$ cat src/rtl/uart_transmit.sv
// ----------------------------------------------------------------------------
// uart_transmit
//   Serialises one byte at a time onto a UART line: start bit, 8 data bits
//   LSB first, optional even parity bit, one stop bit. Bit time is a fixed
//   number of clk cycles (CLKS_PER_BIT).
//
//   Optional feature macro: UART_TX_PARITY_EN
//     undefined -> 8N1, 10-bit frame
//     defined   -> 8E1, 11-bit frame, PARITY state between DATA and STOP
//
// Ports
//   clk        in   system clock, all state on posedge
//   reset      in   asynchronous, active-high reset
//   dataIn     in   byte to send, sampled only on an accept cycle
//   dataValid  in   upstream offers dataIn
//   ready      out  1 = idle; a byte is accepted at this edge if dataValid=1
//   txd        out  serial line, idles high
//   txDone     out  1-cycle pulse on the last cycle of the stop bit
//   state_dbg  out  current FSM state (IDLE=0 START=1 DATA=2 PARITY=3 STOP=4)
//
// Handshake: a transfer happens on a posedge where ready=1 and dataValid=1.
//   ready is high exactly while the FSM is idle. dataValid seen while ready=0
//   has no effect and is not remembered; upstream keeps it high until ready=1.
// ----------------------------------------------------------------------------
module uart_transmit #(
    parameter int CLKS_PER_BIT = 434
) (
    input  logic       clk,
    input  logic       reset,
    input  logic [7:0] dataIn,
    input  logic       dataValid,
    output logic       ready,
    output logic       txd,
    output logic       txDone,
    output logic [2:0] state_dbg
);

    typedef enum logic [2:0] {
        S_IDLE   = 3'd0,
        S_START  = 3'd1,
        S_DATA   = 3'd2,
        S_PARITY = 3'd3,
        S_STOP   = 3'd4
    } state_t;

    localparam logic [15:0] BAUD_LAST = 16'(CLKS_PER_BIT - 1);

    state_t      state, state_n;
    logic [15:0] baud_cnt, baud_cnt_n;
    logic [2:0]  bit_idx, bit_idx_n;
    logic [7:0]  shift_byte, shift_byte_n;
    logic        txd_n, ready_n, tx_done_n;
    logic        baud_end;

    assign baud_end  = (baud_cnt == BAUD_LAST);
    assign state_dbg = state;

    // State, datapath and registered outputs.
    always_ff @(posedge clk or posedge reset) begin
        if (reset) begin
            state      <= S_IDLE;
            baud_cnt   <= 16'd0;
            bit_idx    <= 3'd0;
            shift_byte <= 8'd0;
            txd        <= 1'b1;
            ready      <= 1'b1;
            txDone     <= 1'b0;
        end else begin
            state      <= state_n;
            baud_cnt   <= baud_cnt_n;
            bit_idx    <= bit_idx_n;
            shift_byte <= shift_byte_n;
            txd        <= txd_n;
            ready      <= ready_n;
            txDone     <= tx_done_n;
        end
    end

    // Next-state and datapath update.
    always_comb begin
        state_n      = state;
        baud_cnt_n   = baud_cnt;
        bit_idx_n    = bit_idx;
        shift_byte_n = shift_byte;
        case (state)
            S_IDLE: begin
                if (dataValid) begin
                    state_n      = S_START;
                    baud_cnt_n   = 16'd0;
                    bit_idx_n    = 3'd0;
                    shift_byte_n = dataIn;
                end
            end
            S_START: begin
                if (baud_end) begin
                    state_n    = S_DATA;
                    baud_cnt_n = 16'd0;
                end else begin
                    baud_cnt_n = baud_cnt + 16'd1;
                end
            end
            S_DATA: begin
                if (baud_end) begin
                    baud_cnt_n = 16'd0;
                    if (bit_idx == 3'd7) begin
`ifdef UART_TX_PARITY_EN
                        state_n = S_PARITY;
`else
                        state_n = S_STOP;
`endif
                    end else begin
                        bit_idx_n = bit_idx + 3'd1;
                    end
                end else begin
                    baud_cnt_n = baud_cnt + 16'd1;
                end
            end
`ifdef UART_TX_PARITY_EN
            S_PARITY: begin
                if (baud_end) begin
                    state_n    = S_STOP;
                    baud_cnt_n = 16'd0;
                end else begin
                    baud_cnt_n = baud_cnt + 16'd1;
                end
            end
`endif
            S_STOP: begin
                if (baud_end) begin
                    state_n    = S_IDLE;
                    baud_cnt_n = 16'd0;
                end else begin
                    baud_cnt_n = baud_cnt + 16'd1;
                end
            end
            default: begin
                state_n    = S_IDLE;
                baud_cnt_n = 16'd0;
                bit_idx_n  = 3'd0;
            end
        endcase
    end

    // Outputs are registered: their next values are decoded from the next
    // state so txd/ready/txDone line up with the state they describe.
    always_comb begin
        txd_n     = 1'b1;
        ready_n   = 1'b0;
        tx_done_n = 1'b0;
        case (state_n)
            S_IDLE:   ready_n = 1'b1;
            S_START:  txd_n   = 1'b0;
            S_DATA:   txd_n   = shift_byte_n[bit_idx_n];
`ifdef UART_TX_PARITY_EN
            S_PARITY: txd_n   = ^shift_byte_n;
`endif
            S_STOP: begin
                txd_n     = 1'b1;
                tx_done_n = (baud_cnt_n == BAUD_LAST);
            end
            default:  txd_n   = 1'b1;
        endcase
    end

endmodule
$ cat config.mk
export PLATFORM = sky130hd
export DESIGN_NAME = uart_transmit
export DESIGN_NICKNAME = d
export VERILOG_FILES = /design/src/rtl/uart_transmit.sv
export SDC_FILE = /design/constraint.sdc
export NUM_CORES = 1
export LEC_CHECK = 0
export CAP_MARGIN = 20
export CELL_PAD_IN_SITES_DETAIL_PLACEMENT = 2
export CELL_PAD_IN_SITES_GLOBAL_PLACEMENT = 2
export CORE_MARGIN = 2
export CORE_UTILIZATION = 36
export CTS_CLUSTER_DIAMETER = 120
export CTS_CLUSTER_SIZE = 12
export DETAILED_ROUTE_END_ITERATION = 7
export GPL_ROUTABILITY_DRIVEN = 0
export PLACE_DENSITY_LB_ADDON = 0.1
export SYNTH_ARGS = -nofsm -noshare
export SYNTH_HDL_FRONTEND = slang
export SYNTH_SLANG_ARGS = --single-unit
export TNS_END_PERCENT = 5
$ cat constraint.sdc
create_clock -name clk -period 3.6 [get_ports clk]
set_clock_uncertainty 0.05 [all_clocks]
set_input_delay 0.54 -clock clk [delete_from_list [all_inputs] [get_ports clk]]
set_output_delay 0.54 -clock clk [all_outputs]
set_load 0.02 [all_outputs]
==> reports/metrics.csv, run 1 <==
stage,metric,value,unit
global_route,grt_pass1_vias,1832,
global_route,grt_pass1_wl,9.680,mm
detailed_routing,vias,1587,
job,drv_cap,0,
yosys,synth_edf_count,0,
power,p_int,0.7807,mW
yosys,syn-num-nets,204,
power,vdd_drop_max,0.2604,mV
sta,tightestPinTransition,0.6769,ns
sta,slew_violations,0,
detailed_routing,drtIter0Drc,31,
critical_path,crit_arrival,3.49,ns
global_route,overflow,0,
floorplanning,die_h,76.08,um
power,p_sw,0.4256,mW
critical_path,r2r_start,baud_cnt[0]$_DFF_PP0_,
detailed_routing,firstDrtPassIters,4,
floorplanning,pin_count,17,
yosys,synth_cells,190,
sta,finalSetupTns,0,ns
final_layout,nets,227,
power,cellPowerDensity,540.1,mW/mm2
critical_path,crit_fanout,8,
cts,path_clk_slew,0.07,ns
yosys,synthDistinctLibCells,49,
power,sw_frac_of_total,35.28,%
power,seqPwrFrac,47.4,%
power,p_clk_share,22.4,%
hold_path,hp-start,shift_byte[4]$_DFF_PP0_,
global_route,grt_max_degree,34,
cts,post_cts_resized,0,
yosys,yosys-top-cells-area,"dfrtp_1, mux2_2, nand2_1",
global_route,antenna_found_initial,0,
global_route,grt_use_total,21.05,%
final_layout,antenna_cells,0,
cts,hold_buffers,0,
yosys,synth_area,0.001871,mm2
yosys,synthArstFlopShare,100.0,%
floorplanning,start_util,36.86,%
cts,cts_setup_buffers,0,
placed_design,numPortBuffers,16,
critical_path,startpoint_type,flop,
cts,cts_buffer_depth,2,
cts,htree_levels,2,
cts,cts_sinks,33,
power,leakage,0.9367,nW
floorplanning,die_area,0.005788,mm2
critical_path,worstSetupStartpoint,baud_cnt[0]$_DFF_PP0_,
floorplanning,row_count,26,
final_layout,postLayoutCoreUtil,44.01,%
cts,tritoncts.num_buffers,5,
yosys,yosysSeqAreaShare,44.28,%
placed_design,place_hpwl,4.230,mm
critical_path,required,3.74,ns
detailed_routing,remaining_drc_errors,0,
yosys,synthTopCellsByCount,"dfrtp_1, nand2_1, o21ai_0",
final_layout,area_growth,19.40,%
yosys,yosys_warnings,0,
floorplanning,core,0.005075,mm2
detailed_routing,antenna_left,0,
yosys,synth.most_common_cell,dfrtp_1,
sta,hold_viol,0,
floorplanning,die_x,76.08,um
run_status,outcome,"complete, no violations",
power,p_comb_share,30.2,%
yosys,synth_top_area_share,41.47,%
cts,ctsRootBufferMaster,clkbuf_8,
sta,relSlewSlack,54.39,%
sta,post-route-period-util,92.88,%
cts,clock_latency,0.29,ns
critical_path,crit_type,reg2reg,
cts,tritoncts,yes,
sta,setup-violations-final,0,
yosys,synthFlopType,dfrtp_1,
yosys,synth_top_cell_by_area,dfrtp_1,
sta,maxClockFrequency,299.1,MHz
detailed_routing,wl,5.672,mm
yosys,ys_seq_elements,33,
detailed_routing,wl_per_cell,19.97,um
yosys,synth.avg_cell_area,9.845,um2
sta,rsz0062_at_grt,no,
sta,layout_min_cycle_time,3.344,ns
detailed_routing,via_per_inst,5.588,
critical_path,end_kind,flop,
hold_path,worstHoldPathType,reg2reg,
final_layout,drive_gt1_share,17.76,%
==> through the flow <==
step | setup slack [ns] | cell area [um2] | cells | hold slack (ns) | power (mW)
after floorplan | 0.5376 | 1871 | 190 | 0.3977 | 0.8099
after global placement | 0.3997 | 2151 | 276 | 0.4220 | 0.9093
after detailed placement | 0.2494 | 2151 | 276 | 0.4317 | 0.9437
after CTS | 0.2230 | 2233 | 284 | 0.4487 | 1.221
after global routing | 0.06263 | 2233 | 284 | 0.4849 | 1.298
final | 0.2562 | 2233 | 284 | 0.4449 | 1.206
==> worst paths after layout <==
check	to	cells after the start	slack, ns
setup / recovery	txDone$_DFF_PP0_	8	0.26
hold / removal	shift_byte[4]$_DFF_PP0_	2	0.44
setup reg to reg	txDone$_DFF_PP0_	8	0.26
hold reg to reg	shift_byte[4]$_DFF_PP0_	2	0.44
max in group asynchronous	txd$_DFF_PP1_	3	2.55
min in group asynchronous	state_dbg[0]$_DFF_PP0_	3	0.61
==> power by group through the flow <==
stage	Combinational, mW	Sequential (mW)	Clock [mW]
2_1_floorplan	0.270	0.540	0
3_3_place_gp	0.345	0.564	0
3_5_place_dp	0.364	0.580	0
4_1_cts	0.368	0.573	0.281
5_1_grt	0.411	0.594	0.294
6_report	0.364	0.572	0.271
==> layout make-up <==
type                       count  area [um2]
tap                           70       87.58
clock inverter                 2       10.01
sequential                    33       828.3
timing repair buffer          26       235.2
multi-input combinational    138       965.9
inverter                       9       33.78
clock buffer                   6       72.57
fill                         555        2841
==> cell usage in the layout, fill, tap and decap left out, types with 2 or more instances in the layout <==
cell / instances
clkinv_2: 2
nand3_1: 4
nor3_1: 3
ha_1: 3
o211ai_1: 3
inv_1: 9
clkbuf_8: 5
mux2i_1: 6
o41ai_1: 2
or3_1: 2
clkdlybuf4s50_1: 16
nand2b_1: 3
dfstp_2: 2
nand4_1: 8
a22o_1: 3
a31oi_1: 6
mux2_2: 8
nand3b_1: 3
or4b_1: 2
buf_4: 10
a21o_1: 3
o311ai_0: 2
and2_1: 7
o21ai_0: 10
dfrtp_1: 31
a31o_2: 2
nor4_2: 2
nand2_1: 19
and4_1: 2
xor2_1: 3
or3b_2: 2
nor2_1: 8
a21oi_1: 5
==> per-layer routing <==
layer  part of all wire (%)  vias to the layer above  global-route usage, %
met2                     50                       16                  36.52
met5                      0                        -                      0
met4                    1.1                        0                  5.273
met1                     47                      817                  27.39
li1                       -                      748                      -
met3                    2.2                        6                  3.555
==> sequential cells by signal, indices dropped and copies added, names as in the netlist <==
register / count
baud_cnt: 16
ready: 1
shift_byte: 8
txDone: 1
txd: 1
state_dbg: 3
bit_idx: 3
==> logic make-up after synthesis <==
family | Yosys count | synth area share, %
compound gates | 41 | 14.98
fa+ha+maj | 3 | 2.007
xor+xnor | 4 | 1.873
simple gates | 76 | 24.42
buf+inv | 19 | 4.414
mux | 14 | 8.027
flops | 33 | 44.28
==> worst max-delay path: stages (launching register included) <==
cell,delay (ns)
dfrtp_1,0.47
ha_1,0.25
nand3_2,0.16
or4_4,0.52
a31o_1,0.24
a22o_1,0.24
or4b_1,0.53
or4b_1,0.50
nor4_2,0.29
Power figures use the tool's default switching activity.
==> run 2, diff against run 1 <==
Settings changed: RECOVER_POWER set to 25, SETUP_SLACK_MARGIN set to 0.4.
==> run 2 against run 1 <==
- the run now ends with max-capacitance violations, max-slew violations left
- sequential power rose by 2%
- core utilization rose by 1.2 points
- die area did not move
- critical path depth rose by 2
- combinational power rose by 12%
- sequential share of layout area fell by 0.83 points
- count of clock-buffer cells in the layout did not move
- largest cell class unchanged
==> reports/metrics.csv, run 2 (same netlist as run 1, synthesis figures left out) <==
stage,metric,value,unit,change
critical_path,startpoint_type,flop,,
power,vdd_drop_max,0.2603,mV,about the same
final_layout,fillers,550,,-0.90%
final_layout,area_growth,22.68,%,
cts,htree_levels,2,,unchanged
global_route,overflow,0,,unchanged
sta,tightestPinTransition,1.893,ns,+1.216 ns
critical_path,end_kind,flop,,
global_route,grt_max_degree,34,,unchanged
critical_path,r2r_start,baud_cnt[1]$_DFF_PP0_,,
detailed_routing,vias,1642,,+3.5%
placed_design,placed_area,0.002151,mm2,unchanged
sta,hold_viol,0,,unchanged
final_layout,nets,230,,+1.3%
detailed_routing,antenna_left,0,,unchanged
floorplanning,die_area,0.005788,mm2,unchanged
job,drv_cap,1,,+1
global_route,grt_pass1_wl,10.01,mm,+3.4%
critical_path,worstSetupStartpoint,baud_cnt[1]$_DFF_PP0_,,
cts,tritoncts.num_buffers,5,,unchanged
critical_path,required,3.74,ns,about the same
critical_path,crit_arrival,3.19,ns,-0.30 ns
final_layout,most-common-layout-cells,"dfrtp_1, nand2_1, clkdlybuf4s50_1",,
final_layout,seqCellArea,832.0,um2,+0.45%
power,cellPowerDensity,548.3,mW/mm2,+1.5%
detailed_routing,drtIter0Drc,30,,-3.2%
cts,cts_sinks,33,,unchanged
placed_design,place_hpwl,4.230,mm,unchanged
global_route,grt_use_total,21.91,%,+0.86 points
power,leakage,0.9530,nW,+1.7%
detailed_routing,wl,5.893,mm,+3.9%
detailed_routing,via_per_inst,5.721,,+2.4%
placed_design,place_ws,0.2494,ns,unchanged
floorplanning,start_util,36.86,%,unchanged
global_route,grt_pass1_vias,1876,,+2.4%
sta,layout_min_cycle_time,3.049,ns,-0.2949 ns
floorplanning,die_x,76.08,um,unchanged
hold_path,worstHoldPathType,reg2reg,,
sta,rsz0062_at_grt,yes,,
placed_design,numPortBuffers,16,,unchanged
hold_path,hp-start,shift_byte[4]$_DFF_PP0_,,
sta,slew_violations,34,,+34
final_layout,largest_register,baud_cnt,,
floorplanning,die_h,76.08,um,unchanged
cts,cts_buffer_depth,2,,unchanged
final_layout,largest_reg_flops,16,,unchanged
detailed_routing,wl_per_cell,20.53,um,+2.8%
sta,setup_ws,0.5511,ns,+0.2949 ns
floorplanning,row_count,26,,unchanged
final_layout,top_regs,"baud_cnt: 16 flops, shift_byte: 8 flops",,
cts,ctsRootBufferMaster,clkbuf_8,,
detailed_routing,remaining_drc_errors,0,,unchanged
floorplanning,core,0.005075,mm2,unchanged
sta,finalSetupTns,0,ns,unchanged
final_layout,multi_input_area,0.001005,mm2,+4.0%
final_layout,stdcell_area,0.002295,mm2,+2.7%
critical_path,crit_fanout,4,,-4
sta,relSlewSlack,-26.23,%,-81 points
cts,hold_buffers,0,,unchanged
cts,clock_latency,0.28,ns,about the same
run_status,outcome,finished with violations,,
final_layout,antenna_cells,0,,unchanged
final_layout,drive_gt1_share,22.12,%,+4.4 points
floorplanning,pin_count,17,,unchanged
global_route,antenna_found_initial,0,,unchanged
sta,setup-violations-final,0,,unchanged
detailed_routing,firstDrtPassIters,4,,unchanged
cts,path_clk_slew,0.07,ns,about the same
sta,whs,0.4450,ns,+0.0001350 ns
cts,tritoncts,yes,,
power,p_total,1.258,mW,+4.3%
critical_path,crit_type,reg2reg,,
sta,maxClockFrequency,328.0,MHz,+9.7%
run_status,violations,"max-capacitance violations, max-slew violations",,
final_layout,layout_commonest_cell,dfrtp_1,,
sta,post-route-period-util,84.69,%,-8.2 points
run 2: power breakdown:
part / leakage, nW / switching, mW / internal (mW)
combinational: 0.491 / 0.206 / 0.201
sequential: 0.417 / 0.107 / 0.476
clock: 0.0450 / 0.135 / 0.134
run 2: worst max-delay path, cell delays in order (launching register included):
cell	delay, ns
dfrtp_2	0.44
inv_1	0.07
ha_1	0.15
nor4b_2	0.22
nand4_1	0.22
buf_4	0.19
a31o_1	0.17
a22o_1	0.25
or4b_1	0.53
or4b_1	0.50
nor4_2	0.16
run 2: per-layer routing:
metal	GRT usage, %	share of wire, %	vias to the layer above
met4	5.273	0.80	0
li1	-	-	756
met2	39.38	52	26
met1	27.54	45	854
met5	0	0	-
met3	3.555	2.4	6
run 2: path summary, 6_finish.rpt:
kind	endpoint	slack (ns)	cells after the start
max in group asynchronous	baud_cnt[0]$_DFF_PP0_	0.94	3
setup reg to reg	txDone$_DFF_PP0_	0.55	10
setup / recovery	txDone$_DFF_PP0_	0.55	10
hold reg to reg	shift_byte[4]$_DFF_PP0_	0.44	2
hold / removal	shift_byte[4]$_DFF_PP0_	0.44	2
min in group asynchronous	state_dbg[0]$_DFF_PP0_	1.33	3
run 2: stage by stage:
stage                     util, %  cells
after global routing        45.22    287
after CTS                   45.09    287
after global placement      42.38    276
after floorplan                 -    190
final                       45.22    287
after detailed placement    42.38    276
run 2: cell type report:
class                   instances  area share [%]
clock buffers                   6           3.162
clock inverters                 2          0.4362
inverters                       9           1.472
multi-input cells             138           43.78
flip-flops and latches         33           36.26
well taps                      70           3.817
repair buffers                 29           11.07
run 2: repair_timing:
action,in CTS,in global routing
setup buffers,3,0
resized for setup,8,4
pin swaps,1,2
endpoints found under the setup margin,1,2
==> run 3, diff against run 2 <==
Settings changed: CORE_UTILIZATION 36 to 33.
Clock period 3.6 ns to 2.5 ns, I/O delays scaled along.
==> run 3 against run 2 <==
- the flow finishes with violations (negative setup slack)
- via count is 12% higher
- sequential share of layout area fell by 5.9 points
- count of clock-buffer cells in the layout is 1 lower
- power increased by 74%
- sequential power increased by 33%
- cell count up 16%
- die area rose by 8.6%
- first-iteration DRC count grew to 3.0 times the previous value
- non-clock buffer count grew 45
- core utilization grew 4.6 points
- hold slack better by 0.016 ns
- critical path type unchanged
- critical endpoint unchanged
- largest cell class unchanged
==> reports/metrics.csv, run 3 (same netlist as run 1, synthesis figures left out) <==
stage,metric,value,unit,change
sta,post-route-period-util,118.3,%,+34 points
final_layout,postLayoutCoreUtil,49.83,%,+4.6 points
sta,rsz0062_at_grt,yes,,
placed_design,placed_cells,322,,+17%
detailed_routing,via_per_inst,5.515,,-3.6%
detailed_routing,wl,7.384,mm,+25%
power,cellPowerDensity,798.4,mW/mm2,+46%
run_status,outcome,finished with violations,,
sta,hold_viol,0,,unchanged
final_layout,area_growth,46.69,%,
global_route,antenna_found_initial,0,,unchanged
cts,cts_sinks,33,,unchanged
final_layout,nets,275,,+20%
floorplanning,start_util,33.97,%,-2.9 points
final_layout,top_regs,"baud_cnt: 16 flops, shift_byte: 8 flops",,
detailed_routing,vias,1842,,+12%
detailed_routing,drtIter0Drc,91,,+200%
critical_path,crit_arrival,3.11,ns,-0.08 ns
final_layout,most-common-layout-cells,"buf_4, dfrtp_1, nand2_1",,
final_layout,largest_register,baud_cnt,,
power,p_total,2.191,mW,+74%
floorplanning,pin_count,17,,unchanged
placed_design,place_hpwl,4.996,mm,+18%
sta,whs,0.4607,ns,+0.01567 ns
detailed_routing,antenna_left,0,,unchanged
global_route,overflow,0,,unchanged
critical_path,end_kind,flop,,
critical_path,reg2reg_slack,-0.46,ns,-1.01 ns
floorplanning,die_area,0.006287,mm2,+8.6%
critical_path,critical_path.top_delay_family,simple AND/OR/NAND/NOR gates,,
critical_path,r2r_start,baud_cnt[1]$_DFF_PP0_,,
global_route,grt_pass1_vias,2078,,+11%
power,vdd_drop_max,0.4267,mV,+64%
critical_path,worstSetupStartpoint,baud_cnt[1]$_DFF_PP0_,,
hold_path,worstHoldPathType,reg2reg,,
cts,htree_levels,2,,unchanged
job,drv_cap,0,,-1
floorplanning,die_x,79.29,um,+4.2%
cts,ctsRootBufferMaster,clkbuf_8,,
critical_path,crit_path_cell_trace,inv_1 > ha_1 > nor4b_4 > nand4_1 > buf_6 > buf_4 > a31oi_2 > mux2i_1 > or4b_1 > or4b_4 > nor4_2,,
placed_design,numPortBuffers,16,,unchanged
floorplanning,core,0.005507,mm2,+8.5%
sta,relSlewSlack,41.35,%,+68 points
final_layout,layout_commonest_cell,buf_4,,
global_route,grt_pass1_wl,11.36,mm,+13%
final_layout,largest_reg_flops,16,,unchanged
critical_path,required,2.65,ns,-1.09 ns
cts,cts_buffer_depth,2,,unchanged
sta,maxClockFrequency,338.1,MHz,+3.1%
global_route,grt_use_total,24.34,%,+2.4 points
hold_path,hp-start,shift_byte[6]$_DFF_PP0_,,
floorplanning,row_count,27,,+3.8%
detailed_routing,wl_per_cell,22.11,um,+7.7%
sta,tightestPinTransition,0.8798,ns,-1.014 ns
final_layout,antenna_cells,0,,unchanged
cts,tritoncts,yes,,
critical_path,startpoint_type,flop,,
final_layout,stdcell_area,0.002744,mm2,+20%
global_route,grt_max_degree,34,,unchanged
cts,tritoncts.num_buffers,5,,unchanged
run_status,violations,negative setup slack,,
critical_path,critPathBufInv,3,,+1
sta,setup-violations-final,3,,+3
detailed_routing,firstDrtPassIters,4,,unchanged
critical_path,crit_slowest_cell,or4b_4,,
cts,clock_latency,0.29,ns,about the same
cts,hold_buffers,0,,unchanged
critical_path,crit_type,reg2reg,,
sta,layout_min_cycle_time,2.957,ns,-0.09156 ns
final_layout,layout.cells.non_filler,334,,+16%
critical_path,crit_fanout,6,,+2
final_layout,drive_gt1_share,39.69,%,+18 points
sta,setup_ws,-0.4573,ns,-1.008 ns
cts,path_clk_slew,0.08,ns,about the same
placed_design,placed_area,0.002514,mm2,+17%
floorplanning,die_h,79.29,um,+4.2%
sta,slew_violations,0,,-100%
detailed_routing,remaining_drc_errors,0,,unchanged
critical_path,slowest_delay,0.52,ns,about the same
power,leakage,1.210,nW,+27%
## run 3: cell types whose count changed in the layout (fill, tap and decap cells not counted), sizes merged
| cell | previous run | this run |
|---|---|---|
| clkbuf | 7 | 6 |
| clkinvlp | 0 | 1 |
| buf | 12 | 57 |
| clkinv | 2 | 1 |
| bufinv | 0 | 1 |
## run 3: area by class of cell
type | instances | area, um2
clock buffers | 5 | 68.82
clock inverters | 3 | 46.29
fillers | 578 | 2763
inverters | 9 | 33.78
multi-input cells | 138 | 1065
flip-flops and latches | 33 | 832.0
well taps | 72 | 90.09
repair buffers | 74 | 608.1
## run 3: where the power goes
group	internal, mW	switching (mW)	total, mW
combinational	0.446	0.448	0.894
clock	0.298	0.220	0.519
sequential	0.682	0.0963	0.778
## run 3: final timing paths
kind | end | cells past startpoint
hold / removal | shift_byte[6]$_DFF_PP0_ | 1
setup / recovery | txDone$_DFF_PP0_ | 11
max in group asynchronous | baud_cnt[0]$_DFF_PP0_ | 3
min in group asynchronous | baud_cnt[7]$_DFF_PP0_ | 3
setup reg to reg | txDone$_DFF_PP0_ | 11
hold reg to reg | shift_byte[6]$_DFF_PP0_ | 1
## run 3: metal layers
| layer | up-vias | track usage (%) | wire length (um) | share of wire, % |
|---|---|---|---|---|
| met1 | 959 | 31.11 | 3258 | 44 |
| met5 | - | 0 | 0 | 0 |
| li1 | 840 | - | - | - |
| met4 | 0 | 6.897 | 148 | 2.0 |
| met3 | 14 | 4.545 | 152 | 2.1 |
| met2 | 29 | 41.95 | 3825 | 52 |
## run 3: stage by stage
step	setup TNS [ns]	worst slack [ns]
after global placement	-0.5628	-0.3223
final	-0.7739	-0.4573
after global routing	-1.150	-0.5819
after floorplan	-0.4162	-0.2421
after CTS	-0.4431	-0.3488
after detailed placement	-0.8563	-0.4541
## run 3: repair_timing
action,CTS,global route
setup buffers,3,1
pin swaps,4,2
resized for setup,13,9
setup endpoints to repair,17,18
